## src/rtl/lcd_dht_frame_ctrl.sv

```systemverilog
// HD44780 character-LCD controller: power-on init, then a two-line humidity/temperature
// frame redrawn for every new DHT11 sample, with one-entry newest-wins sample buffering.
module lcd_dht_frame_ctrl #(
    parameter int TICK_DIV   = 4096,
    parameter int PWR_WAIT   = 16,
    parameter int CLEAR_WAIT = 4,
    parameter int DIGITS     = 3,
    parameter int LZ_BLANK   = 1
) (
    input  logic                  clk,
    input  logic                  rst,
    input  logic [4*DIGITS-1:0]   hum_bcd,
    input  logic [4*DIGITS-1:0]   temp_bcd,
    input  logic                  sample_valid,
    input  logic                  sensor_err,
    output logic                  rs,
    output logic                  rw,
    output logic                  en,
    output logic [7:0]            dat,
    output logic                  busy
);

    localparam int CNT_W     = (TICK_DIV < 2) ? 1 : $clog2(TICK_DIV);
    localparam int WAIT_MAX  = (PWR_WAIT > CLEAR_WAIT) ? PWR_WAIT : CLEAR_WAIT;
    localparam int WAIT_W    = (WAIT_MAX < 2) ? 1 : $clog2(WAIT_MAX);
    localparam int FRAME_LEN = 14 + 2 * DIGITS;
    localparam logic [31:0] HUM_LBL  = "Hum:";
    localparam logic [39:0] TEMP_LBL = "Temp:";

    typedef enum logic [2:0] {PWR, INIT, IDLE, FRAME, CLRWAIT} state_t;
    typedef enum logic [1:0] {SETUP, STROBE, HOLD} phase_t;

    state_t                state_q, state_d;
    phase_t                phase_q, phase_d;
    logic [4:0]            idx_q, idx_d;
    logic [WAIT_W-1:0]     wait_q, wait_d;
    logic [CNT_W-1:0]      tick_cnt_q, tick_cnt_d;
    logic                  rs_q, rs_d;
    logic                  en_q, en_d;
    logic [7:0]            dat_q, dat_d;
    logic                  busy_q, busy_d;
    logic                  pend_q, pend_d;
    logic [4*DIGITS-1:0]   buf_hum_q, buf_hum_d, buf_temp_q, buf_temp_d;
    logic                  buf_err_q, buf_err_d;
    logic [4*DIGITS-1:0]   frm_hum_q, frm_hum_d, frm_temp_q, frm_temp_d;
    logic                  frm_err_q, frm_err_d;

    logic                  tick;
    logic [4:0]            idx_next;
    logic                  have_sample;
    logic [4*DIGITS-1:0]   new_hum, new_temp;
    logic                  new_err;
    logic                  last_byte;
    logic                  start_frame;
    logic [8*DIGITS-1:0]   hum_chars, temp_chars;
    logic [7:0]            frm_byte;
    logic                  frm_rs;

    function automatic logic [7:0] init_byte(input logic [4:0] i);
        case (i)
            5'd0, 5'd1: return 8'h38;
            5'd2:       return 8'h0C;
            5'd3:       return 8'h06;
            default:    return 8'h01;
        endcase
    endfunction

    // Characters for one value, MSD in the top byte; leading-zero state runs left to right.
    function automatic logic [8*DIGITS-1:0] digit_chars(input logic [4*DIGITS-1:0] val,
                                                         input logic err);
        logic                lead;
        logic [3:0]          nib;
        logic [7:0]          c;
        logic [8*DIGITS-1:0] chars;
        lead  = 1'b1;
        chars = '0;
        for (int k = 0; k < DIGITS; k++) begin
            nib = val[4*(DIGITS-1-k) +: 4];
            if (nib != 4'd0) lead = 1'b0;
            if (err)
                c = 8'h2D;
            else if ((LZ_BLANK != 0) && lead && (k != DIGITS - 1))
                c = 8'h20;
            else if (nib > 4'd9)
                c = 8'h3F;
            else
                c = {4'h3, nib};
            chars[8*(DIGITS-1-k) +: 8] = c;
        end
        return chars;
    endfunction

    assign hum_chars  = digit_chars(frm_hum_q, frm_err_q);
    assign temp_chars = digit_chars(frm_temp_q, frm_err_q);
    assign tick       = (tick_cnt_q == CNT_W'(TICK_DIV - 1));
    assign idx_next   = idx_q + 5'd1;

    always_comb begin
        int i;
        int j;
        i        = int'(idx_next);
        j        = 0;
        frm_byte = 8'h43;
        frm_rs   = 1'b1;
        if (i == 0) begin
            frm_byte = 8'h80;
            frm_rs   = 1'b0;
        end else if (i <= 4) begin
            frm_byte = HUM_LBL[8*(4-i) +: 8];
        end else if (i < 5 + DIGITS) begin
            j        = i - 5;
            frm_byte = hum_chars[8*(DIGITS-1-j) +: 8];
        end else if (i == 5 + DIGITS) begin
            frm_byte = 8'h25;
        end else if (i == 6 + DIGITS) begin
            frm_byte = 8'hC0;
            frm_rs   = 1'b0;
        end else if (i < 12 + DIGITS) begin
            j        = i - (7 + DIGITS);
            frm_byte = TEMP_LBL[8*(4-j) +: 8];
        end else if (i < 12 + 2 * DIGITS) begin
            j        = i - (12 + DIGITS);
            frm_byte = temp_chars[8*(DIGITS-1-j) +: 8];
        end else if (i == 12 + 2 * DIGITS) begin
            frm_byte = 8'hDF;
        end
    end

    // A strobe in the same cycle counts as pending so a frame can chain without a gap.
    assign have_sample = pend_q | sample_valid;
    assign new_hum     = sample_valid ? hum_bcd    : buf_hum_q;
    assign new_temp    = sample_valid ? temp_bcd   : buf_temp_q;
    assign new_err     = sample_valid ? sensor_err : buf_err_q;
    assign last_byte   = (state_q == INIT) ? (idx_q == 5'd4) : (idx_q == 5'(FRAME_LEN - 1));

    always_comb begin
        state_d     = state_q;
        phase_d     = phase_q;
        idx_d       = idx_q;
        wait_d      = wait_q;
        rs_d        = rs_q;
        en_d        = en_q;
        dat_d       = dat_q;
        busy_d      = busy_q;
        pend_d      = pend_q;
        buf_hum_d   = buf_hum_q;
        buf_temp_d  = buf_temp_q;
        buf_err_d   = buf_err_q;
        frm_hum_d   = frm_hum_q;
        frm_temp_d  = frm_temp_q;
        frm_err_d   = frm_err_q;
        start_frame = 1'b0;
        tick_cnt_d  = tick ? '0 : tick_cnt_q + CNT_W'(1);

        if (sample_valid) begin
            pend_d     = 1'b1;
            buf_hum_d  = hum_bcd;
            buf_temp_d = temp_bcd;
            buf_err_d  = sensor_err;
        end

        if (tick) begin
            case (state_q)
                PWR: begin
                    if (wait_q == WAIT_W'(PWR_WAIT - 1)) begin
                        state_d = INIT;
                        idx_d   = 5'd0;
                        phase_d = SETUP;
                        rs_d    = 1'b0;
                        en_d    = 1'b0;
                        dat_d   = init_byte(5'd0);
                    end else begin
                        wait_d = wait_q + WAIT_W'(1);
                    end
                end
                INIT, FRAME: begin
                    case (phase_q)
                        SETUP: begin
                            en_d    = 1'b1;
                            phase_d = STROBE;
                        end
                        STROBE: begin
                            en_d    = 1'b0;
                            phase_d = HOLD;
                        end
                        default: begin
                            if (!last_byte) begin
                                idx_d   = idx_next;
                                phase_d = SETUP;
                                if (state_q == INIT) begin
                                    rs_d  = 1'b0;
                                    dat_d = init_byte(idx_next);
                                end else begin
                                    rs_d  = frm_rs;
                                    dat_d = frm_byte;
                                end
                            end else if (state_q == INIT) begin
                                state_d = CLRWAIT;
                                wait_d  = '0;
                            end else if (have_sample) begin
                                start_frame = 1'b1;
                            end else begin
                                state_d = IDLE;
                                busy_d  = 1'b0;
                            end
                        end
                    endcase
                end
                CLRWAIT: begin
                    if (wait_q == WAIT_W'(CLEAR_WAIT - 1)) begin
                        if (have_sample) begin
                            start_frame = 1'b1;
                        end else begin
                            state_d = IDLE;
                            busy_d  = 1'b0;
                        end
                    end else begin
                        wait_d = wait_q + WAIT_W'(1);
                    end
                end
                default: begin
                    if (have_sample) start_frame = 1'b1;
                end
            endcase
        end

        // Frame registers only change here, so a running frame never sees a newer sample.
        if (start_frame) begin
            state_d    = FRAME;
            busy_d     = 1'b1;
            idx_d      = 5'd0;
            phase_d    = SETUP;
            rs_d       = 1'b0;
            en_d       = 1'b0;
            dat_d      = 8'h80;
            pend_d     = 1'b0;
            frm_hum_d  = new_hum;
            frm_temp_d = new_temp;
            frm_err_d  = new_err;
        end
    end

    always_ff @(posedge clk) begin
        if (rst) begin
            state_q    <= PWR;
            phase_q    <= SETUP;
            idx_q      <= '0;
            wait_q     <= '0;
            tick_cnt_q <= '0;
            rs_q       <= 1'b0;
            en_q       <= 1'b0;
            dat_q      <= 8'h00;
            busy_q     <= 1'b1;
            pend_q     <= 1'b0;
            buf_hum_q  <= '0;
            buf_temp_q <= '0;
            buf_err_q  <= 1'b0;
            frm_hum_q  <= '0;
            frm_temp_q <= '0;
            frm_err_q  <= 1'b0;
        end else begin
            state_q    <= state_d;
            phase_q    <= phase_d;
            idx_q      <= idx_d;
            wait_q     <= wait_d;
            tick_cnt_q <= tick_cnt_d;
            rs_q       <= rs_d;
            en_q       <= en_d;
            dat_q      <= dat_d;
            busy_q     <= busy_d;
            pend_q     <= pend_d;
            buf_hum_q  <= buf_hum_d;
            buf_temp_q <= buf_temp_d;
            buf_err_q  <= buf_err_d;
            frm_hum_q  <= frm_hum_d;
            frm_temp_q <= frm_temp_d;
            frm_err_q  <= frm_err_d;
        end
    end

    assign rs   = rs_q;
    assign rw   = 1'b0;
    assign en   = en_q;
    assign dat  = dat_q;
    assign busy = busy_q;

endmodule

```

## config.mk

```make
export PLATFORM = sky130hd
export DESIGN_NAME = lcd_dht_frame_ctrl
export DESIGN_NICKNAME = d
export VERILOG_FILES = /design/src/rtl/lcd_dht_frame_ctrl.sv
export SDC_FILE = /design/constraint.sdc
export NUM_CORES = 1
export LEC_CHECK = 0
export CAP_MARGIN = 20
export CORE_MARGIN = 3
export CORE_UTILIZATION = 45
export CTS_CLUSTER_SIZE = 40
export DETAILED_ROUTE_END_ITERATION = 7
export GPL_TIMING_DRIVEN = 0
export RECOVER_POWER = 100
export SYNTH_ARGS = -nofsm -noshare
export SYNTH_HDL_FRONTEND = slang
export SYNTH_SLANG_ARGS = --single-unit
```

## constraint.sdc

```tcl
create_clock -name clk -period 9.5 [get_ports clk]
set_input_delay 0.95 -clock clk [delete_from_list [all_inputs] [get_ports clk]]
set_output_delay 0.95 -clock clk [all_outputs]
set_load 0.05 [all_outputs]
```

==> results.cfg <==
[finish]
fin_cells = 797
nFillCells = 1059
post-route-util_pct = 53.9
layout-drive-gt1-share_pct = 6.20
diodes = 0
nNetsFinal = 692
syn_to_final_growth_pct = 14.0

[yosys]
syn-num-nets = 644
synthArstFlopShare_pct = 0
synth_top_family_by_area = compound AO/OA/AOI/OAI gates
synth-simple-area-share_pct = 19.6
yosys_warnings = 0
synth_flop_cell = dfxtp_1
synthCells = 608
yosys.area.top_type = dfxtp_1
ys_seq_area_share_pct = 35.3
synth_cell_type_count = 70
synth.area.top_cells = dfxtp_1 (35%), nor2_1 (6.5%), mux2i_1 (5.6%)
ys_ff_latch = 88
avgSynthCellArea_sq_um = 8.21
synth_edf_count = 0
synth_compound_area_share_pct = 26.2
netlist_area_sq_um = 4990
synth_adder_area_share_pct = 2.01
synth_top_area_share_pct = 35.3
synthXorXnorAreaFrac_pct = 6.14
synth_mux_area_share_pct = 5.62

[sta]
tns_ns = 0
finalCritPeriodShare_pct = 42.7
tightest_slew_ns = 0.695
slew_violations = 0
whs_ns = 0.471
finalSetupViolCount = 0
rsz0062_at_grt = no
slew-limit-headroom_pct = 52.5
skew_ns = 0.0151
timing.fmax_mhz = 246
hold_violations = 0
period_needed_ns = 4.06

[placed_design]
hpwlAfterDp_mm = 11.1
port_buffers = 37
dp.cells = 781
gp_congestion = 0.956

[clocking]
clock_latency_ns = 0.38
clk_pin_slew_worst_paths_ns = 0.10
cts_resized = 0
cts-buffers-inserted = 9
cts.sinks = 88
clock_path_buffers = 2
cts_tree = yes
cts_hold_buf = 0
post-cts-setup-buffer-count = 0
htreeDepth = 3
root_buffer = clkbuf_8

[power_and_ir_drop]
power.density_nw_per_um2 = 119
switchingPower_mw = 0.178
peakVddDrop_v = 0.000100
power_frac_clock_pct = 38.2
p_comb_share_pct = 5.8
p_leak_nw = 2.26
p_int_mw = 0.498
p_seq_share_pct = 56.1
swShare_pct = 26.3

[global_route]
antenna_found_initial = 0
track_usage_pct = 23.6
grt_pass1_vias = 4368
grt_pass1_wl_mm = 23.5
overflow = 0
grt_max_degree = 19

[critical_path]
crit_type = reg -> reg
rrSetupSlack_ns = 5.44
cp-start-kind = register
worst_ep_required_time_ns = 9.77
crit_arrival_ns = 4.32
cp-end-kind = register
crit_fanout = 10

[route]
ant_nets = 0
via_count = 4765
drt_wl_total_mm = 14.7
dr.pass1.iters = 5
vias_per_cell = 5.98
drc = 0
wl_per_cell_microns = 18.4
drtIter0Drc = 439

[die]
num_rows = 37
fp.dieW_microns = 111
core_area_sq_um = 10600
start_util_pct = 47.3
dieArea_sq_um = 12400
io_pins = 40
die_height_microns = 111

[outcome]
status = complete, no violations

[worst_hold_path]
holdCritPathClass = reg -> reg

[job]
drv_cap = 0
==> critical path: stages (launching register included) <==
cell,delay (ns)
dfxtp_1,0.50
clkbuf_1,0.46
clkinv_1,0.43
ha_1,0.42
ha_1,0.27
clkbuf_1,0.31
a21oi_1,0.11
o21ai_0,0.16
a21oi_1,0.06
a311oi_1,0.56
o21ai_0,0.19
a31oi_1,0.36
nor4_1,0.10
==> power groups by stage <==
| stage | Sequential (mW) | Clock (mW) | Combinational, mW |
|---|---|---|---|
| 4_1_cts | 0.379 | 0.263 | 0.0402 |
| 2_1_floorplan | 0.387 | 0 | 0.0225 |
| 3_3_place_gp | 0.387 | 0 | 0.0388 |
| 5_1_grt | 0.380 | 0.279 | 0.0430 |
| 3_5_place_dp | 0.387 | 0 | 0.0400 |
| 6_report | 0.379 | 0.258 | 0.0389 |
==> registers in the layout, summed over array words and instances (netlist names) <==
register    flops
state_q         3
buf_err_q       1
tick_cnt_q     12
phase_q         2
frm_hum_q      12
dat             8
buf_temp_q     12
idx_q           5
frm_temp_q     12
pend_q          1
buf_hum_q      12
frm_err_q       1
rs              1
busy            1
en              1
wait_q          4
==> cell usage after synthesis, types with 2 or more instances <==
cell type	count
nand2b_1	9
nand4_1	3
o21bai_1	2
o21ai_0	32
nand2_1	42
a31oi_1	10
o31ai_1	6
xor2_1	9
buf_1	2
dfxtp_1	88
xnor2_1	16
or3_1	2
a22oi_1	3
or2_2	2
a211oi_1	10
clkbuf_1	20
a32oi_1	5
o32a_1	2
o21ai_1	5
and3_1	9
or4_1	3
o22ai_1	2
nor2_1	86
nor4_1	3
nor2b_1	5
a21o_1	7
xor2_2	3
o22a_1	27
a21oi_1	45
or2_1	4
inv_1	7
a211o_1	2
ha_1	8
o211ai_1	9
buf_2	14
o2111ai_1	3
nor3_1	13
buf_4	6
mux2i_1	28
clkinv_1	2
o41ai_1	4
nand3_1	19
a311oi_1	4
==> stage by stage <==
stage	cell area (sq um)	power, mW	setup slack (ns)
finish	5690	0.676	5.44
global route	5690	0.702	5.08
CTS	5730	0.682	5.85
detailed placement	5530	0.427	5.87
global placement	5530	0.426	5.82
floorplan	4990	0.409	6.50
==> logic make-up (layout without fill, tap and decap cells) <==
group / count (synthesis) / after routing
AO/OA/AOI/OAI: 191 / 191
XOR/XNOR: 30 / 30
adder cells (fa/ha/maj): 8 / 8
buffers and inverters: 54 / 107
flip-flops: 88 / 88
multiplexers: 28 / 28
other: 1 / 1
AND/OR/NAND/NOR: 208 / 208
==> area by class of cell <==
type | instances | area (sq um) | share of cell area, %
Multi-Input combinational cell | 466 | 2960 | 51.9
Sequential cell | 88 | 1760 | 31.0
Timing Repair Buffer | 37 | 370 | 6.51
Buffer | 44 | 203 | 3.56
Tap cell | 136 | 170 | 2.99
Clock buffer | 9 | 124 | 2.18
Clock inverter | 7 | 70.1 | 1.23
Inverter | 10 | 37.5 | 0.659
==> cell usage in the layout (no fill, tap or decap), types with 4 or more instances in the layout <==
cell type	Yosys	routed
dfxtp_1	88	88
nor2_1	86	86
a21oi_1	45	45
nand2_1	42	42
o21ai_0	32	35
clkbuf_1	20	29
mux2i_1	28	28
o22a_1	27	27
clkdlybuf4s50_1	0	25
nand3_1	19	19
xnor2_1	16	16
nor3_1	13	13
dlygate4sd3_1	0	12
a31oi_1	10	10
a211oi_1	10	10
and3_1	9	9
nand2b_1	9	9
xor2_1	9	9
o211ai_1	9	9
clkbuf_8	0	9
buf_2	14	8
ha_1	8	8
inv_1	7	7
a21o_1	7	7
o31ai_1	6	6
buf_4	6	5
nor2b_1	5	5
a32oi_1	5	5
or2_1	4	4
a311oi_1	4	4
o41ai_1	4	4
==> final timing paths <==
kind,start,endpoint,depth (start not counted)
max,idx_q[0],dat[6],12
min,tick_cnt_q[0],tick_cnt_q[0],1
max reg2reg,idx_q[0],dat[6],12
min reg2reg,tick_cnt_q[0],tick_cnt_q[0],1
==> routing by layer <==
layer  vias up  track usage (%)  share of wire (%)  wire (microns)
li1       2324                -                  -               -
met4         0             6.81                1.5             225
met1      2271             33.1                 47            6920
met3        22             3.98                6.1             892
met2       148             37.5                 45            6660
met5         -                0                  0               0
(Power assumes the default switching activity.)
